[src/rtl/pc_fetch.sv]
// Instruction-fetch / program-counter stage: holds the architectural PC, fetches
// over a req/ack port, presents the word to decode and steps the PC on commit.
module pc_fetch #(
  parameter logic [31:0] RESET_PC = 32'h0000_0000,
  parameter int          TIMEOUT  = 255
) (
  input  logic        clock,
  input  logic        resetn,
  input  logic [1:0]  pcsource,
  input  logic [31:0] immediate,
  input  logic [31:0] rs1_data,
  input  logic        commit,
  output logic [31:0] imem_addr,
  output logic        imem_req,
  input  logic [31:0] imem_rdata,
  input  logic        imem_ack,
  output logic [31:0] inst,
  output logic        inst_valid,
  output logic [31:0] pc,
  output logic [31:0] pc_plus4,
  output logic        err_misalign,
  output logic        err_bus
);

  typedef enum logic [1:0] {
    IDLE,
    FETCH,
    HOLD,
    HALT
  } state_t;

  localparam logic [31:0] NOP_INST  = 32'h0000_0013;
  localparam logic [7:0]  WAIT_LAST = 8'(TIMEOUT - 1);

  state_t      state;
  logic [7:0]  wait_cnt;
  logic [31:0] next_pc;

  // All adds wrap modulo 2^32; jalr clears bit 0 before any alignment test.
  function automatic logic [31:0] calc_next_pc(
    input logic [1:0]  src,
    input logic [31:0] cur,
    input logic [31:0] imm,
    input logic [31:0] rs1
  );
    case (src)
      2'b00:   return cur + 32'd4;
      2'b10:   return (rs1 + imm) & ~32'd1;
      default: return cur + imm;
    endcase
  endfunction

  assign next_pc   = calc_next_pc(pcsource, pc, immediate, rs1_data);
  assign imem_addr = pc;
  assign pc_plus4  = pc + 32'd4;

  always_ff @(posedge clock or negedge resetn) begin
    if (!resetn) begin
      state        <= IDLE;
      pc           <= RESET_PC;
      inst         <= NOP_INST;
      inst_valid   <= 1'b0;
      imem_req     <= 1'b0;
      err_misalign <= 1'b0;
      err_bus      <= 1'b0;
      wait_cnt     <= 8'd0;
    end else begin
      case (state)
        IDLE: begin
          state    <= FETCH;
          imem_req <= 1'b1;
          wait_cnt <= 8'd0;
        end
        FETCH: begin
          // An ack on the final allowed edge still wins over the timeout.
          if (imem_ack) begin
            inst       <= imem_rdata;
            inst_valid <= 1'b1;
            imem_req   <= 1'b0;
            state      <= HOLD;
          end else if (wait_cnt == WAIT_LAST) begin
            err_bus  <= 1'b1;
            imem_req <= 1'b0;
            state    <= HALT;
          end else begin
            wait_cnt <= wait_cnt + 8'd1;
          end
        end
        HOLD: begin
          if (commit) begin
            pc         <= next_pc;
            inst_valid <= 1'b0;
            if (next_pc[1:0] == 2'b00) begin
              state    <= FETCH;
              imem_req <= 1'b1;
              wait_cnt <= 8'd0;
            end else begin
              err_misalign <= 1'b1;
              state        <= HALT;
            end
          end
        end
        HALT: begin
          // Terminal until reset; pc keeps the faulting target.
          imem_req   <= 1'b0;
          inst_valid <= 1'b0;
        end
        default: state <= HALT;
      endcase
    end
  end

endmodule

[config.mk]
export PLATFORM = sky130hd
export DESIGN_NAME = pc_fetch
export DESIGN_NICKNAME = d
export VERILOG_FILES = /design/src/rtl/pc_fetch.sv
export SDC_FILE = /design/constraint.sdc
export NUM_CORES = 1
export LEC_CHECK = 0
export CELL_PAD_IN_SITES_DETAIL_PLACEMENT = 1
export CELL_PAD_IN_SITES_GLOBAL_PLACEMENT = 1
export CORE_MARGIN = 4
export CORE_UTILIZATION = 35
export CTS_CLUSTER_SIZE = 24
export DETAILED_ROUTE_END_ITERATION = 7
export PLACE_DENSITY = 0.94
export SYNTH_ARGS = -nofsm -noshare
export SYNTH_HDL_FRONTEND = slang
export SYNTH_SLANG_ARGS = --single-unit
[constraint.sdc]
create_clock -name clock -period 4 [get_ports clock]
set_input_delay 0.8 -clock clock [delete_from_list [all_inputs] [get_ports clock]]
set_output_delay 0.8 -clock clock [all_outputs]
set_load 0.02 [all_outputs]
==> results by group <==
Place
  • Routability cong.: between 0.9 and 1
  • Placed insts: 1400
  • Post-DP HPWL: roughly 24 mm
  • Port Buffers: between 200 and 250

Power and ir drop
  • Total power: about 7.7 mW
  • Max VDD drop: between 300 and 400 uV
  • Combinational share of power: slightly below 70%
  • Pwr dens: around 730 nW/um^2
  • Clock network fraction of total power: 11.1%
  • Psw: 3.67 mW
  • Switching power share of the total: a little under half
  • Int Power: a little over 4 mW
  • P_leak: between 4 and 5 nW
  • Power share of the sequential group: approximately a fifth

Job
  • MaxCap Viol Count: 0

Logic synthesis
  • Number of synthesized register bits: 78
  • Post-synth top cells: nand2_1, nor2_1, dfrtp_1, a21oi_1, ha_1
  • Asr flop ratio synth: between 90% and 100%
  • Post-Synthesis Cell Area: 7530 sq um
  • Primary FF master, synth: dfrtp_1
  • Number of enable flip-flop cells after synthesis: 0
  • Synth area leader: dfrtp_1
  • Post-synthesis net count: between 1000 and 1500
  • Synth unique cells: 67
  • Cell count after synthesis: slightly above 900
  • Yosys warnings: 0
  • Avg Cell Area, Syn: 8.31 sq um
  • Top-area cell type share of the netlist area: 24.9%
  • Seq/Total Area, Yosys: 26.0%
  • Leading post-synthesis cells by cell area: dfrtp_1, ha_1, xnor2_1

CTS
  • Post-CTS setup buffer count: 0
  • Root Driver: clkbuf_16
  • CTS Hold Buffers Added: 0
  • Clock Path Buffers: 2
  • TritonCTS buffer count: 9
  • H-Tree Level Count: 3
  • Clock slew at reported path FFs: 60 ps
  • CTS tree: yes
  • Sink Count: between 70 and 80
  • Clk Latency, worst-skew pair: 350 ps

Timing
  • Period utilization: 96.6%
  • Final setup viols: 0
  • Fin. Hold Viols: 0
  • Slew @ Worst Pin: between 1000 and 1500 ps
  • Max Slew Vio Count: 0
  • Skew final: 10.2 ps
  • RSZ-0062 raised after global routing: no
  • Tmin final: ~3900 ps
  • Fmax: 0.259 GHz
  • Slew HR: a little over an eighth

Status
  • Status: finished clean

Floorplanning
  • Io pins: 234
  • Core box area: between 20000 and 25000 sq um
  • Die span in x: ~150 um
  • Die height: between 150 and 200 um
  • Die area: 23900 sq um
  • Initial Util: between 30% and 40%
  • Num rows: 53

Detailed routing
  • DRC viols: 0
  • Via density: ~5.8
  • WL final: 30.2 mm
  • Initial detailed-routing violation count: between 500 and 600
  • WL/cell: around 21 um
  • Router iterations before antenna repair: 5
  • Via count: roughly 8100
  • Post-route ant nets: 0

Layout
  • Final-stage net count: ~1300
  • Core Util, Final: 50.1%
  • Cell Count, Final, Fillers Out: roughly 1400
  • Share of layout cells above drive strength 1: under 10%
  • Area of the multi-input gates: between 5000 and 6000 sq um
  • # fillers: 2483
  • Inserted Diodes: 0
  • FF/Latch Area: 1960 sq um
  • Synthesis-to-layout area growth: 40.1%

Worst setup path
  • CP required: 3200 ps
  • Crit path kind: register to primary output
  • Reg-to-Reg Start: imem_addr[0]$_DFFE_PN0P_
  • Crit path capture type: primary output
  • Arrival @ worst endpoint: about 3100 ps
  • Critical path peak fanout: 7
  • CP Launch Type: register
  • Crit path launch: imem_addr[3]$_DFFE_PN0P_

Global routing
  • Largest net degree at the start of global routing: 79
  • GRT Total Usage: 24.6%
  • Initial antenna violation count: 0
  • Grt ovf: 0
  • First-pass GRT wire length: between 40 and 50 mm
  • Vias in the first global route: between 8000 and 9000

Hold path
  • Worst Hold Class: register to register
  • Hold Path Origin: err_misalign$_DFFE_PN0P_
[state kept, by name (all words and copies together), names as in the netlist]
| name | count |
|---|---|
| inst_valid | 1 |
| err_bus | 1 |
| state | 2 |
| imem_addr | 32 |
| imem_req | 1 |
| inst | 32 |
| wait_cnt | 8 |
| err_misalign | 1 |
[cell usage in the layout (no fill, tap or decap), types with 6 or more instances in the layout]
| master | Yosys | final |
|---|---|---|
| a211oi_1 | 18 | 16 |
| a21o_1 | 33 | 33 |
| a21oi_1 | 73 | 73 |
| a22oi_1 | 7 | 7 |
| a31oi_1 | 13 | 13 |
| and3_1 | 12 | 12 |
| buf_4 | 34 | 56 |
| clkbuf_16 | 0 | 9 |
| clkdlybuf4s50_1 | 0 | 225 |
| dfrtp_1 | 75 | 75 |
| dlymetal6s2s_1 | 0 | 6 |
| ha_1 | 67 | 67 |
| inv_1 | 17 | 17 |
| mux2_1 | 30 | 30 |
| nand2_1 | 83 | 83 |
| nand3_1 | 21 | 21 |
| nand4_1 | 18 | 18 |
| nor2_1 | 83 | 81 |
| nor2b_1 | 6 | 6 |
| nor3_1 | 17 | 17 |
| o211ai_1 | 6 | 6 |
| o21ai_0 | 32 | 32 |
| o21ai_1 | 30 | 30 |
| o21bai_1 | 8 | 7 |
| o22ai_1 | 7 | 7 |
| xnor2_1 | 49 | 49 |
| xor2_1 | 37 | 37 |
[final timing paths]
path	cells after the start	slack, ps	end
min in group asynchronous	1	640	inst[23]$_DFFE_PN0P_
max in group asynchronous	1	2680	inst[7]$_DFFE_PN0P_
worst max-delay path	9	130	pc_plus4[22]
worst min register to register	1	460	err_misalign$_DFFE_PN0P_
worst max register to register	14	680	imem_addr[28]$_DFFE_PN0P_
worst min-delay path	1	460	err_misalign$_DFFE_PN0P_
[metal layers]
layer  GRT usage, %  part of all wire [%]
met2           42.3                    48
met5              0                     0
met1           31.1                    42
met4           8.75                   3.0
met3           3.92                   6.9
[through the flow]
step / hold WS (ps) / setup slack [ps] / TNS (ps) / cell area, sq um
after global routing: 491 / 3.17 / 0 / 10600
after detailed placement: 456 / -222 / -915 / 10200
after CTS: 469 / 17.0 / 0 / 10500
after floorplan: 504 / 545 / 0 / 7530
after global placement: 445 / -99.6 / -242 / 10200
final: 464 / 134 / 0 / 10600
[kinds of logic (layout without fill, tap and decap cells)]
group	Yosys count	count (layout)	share of synthesized area, %
AND/OR/NAND/NOR	267	267	16.2
XOR/XNOR	86	86	10.0
multiplexers	38	38	5.60
flip-flops	78	78	26.0
AO/OA/AOI/OAI	280	280	24.3
buffers and inverters	89	323	6.26
adder cells (fa/ha/maj)	69	69	11.7
[repair_timing]
action,4_1_cts,5_1_grt
endpoints found under the setup margin,3,11
cloned,0,0
hold endpoints to repair,0,0
resized for setup,2,12
[power by group through the flow]
stage,Clock [mW],Sequential (mW),Combinational [mW]
global placement,0,1.54,5.10
CTS,0.870,1.56,5.28
global route,0.905,1.61,5.67
detailed placement,0,1.57,5.25
floorplan,0,1.91,2.72
finish,0.856,1.56,5.30
[critical path, stage by stage, from the launching register on]
cell and delay, ps:
dfrtp_1 490, ha_1 310, nand3_1 160, nor2_1 230, nand2_1 160, nor2_1 120
buf_4 170, nand3_1 100, xnor2_1 310, clkdlybuf4s50_1 680
[area by class of cell]
cell class / count / area share, %
Timing Repair Buffer: 288 / 26.1
Tap cell: 275 / 3.26
Sequential cell: 78 / 18.5
Multi-Input combinational cell: 740 / 48.6
Clock inverter: 6 / 0.664
Clock buffer: 10 / 2.17
Inverter: 19 / 0.676
Power figures use the tool's default switching activity.
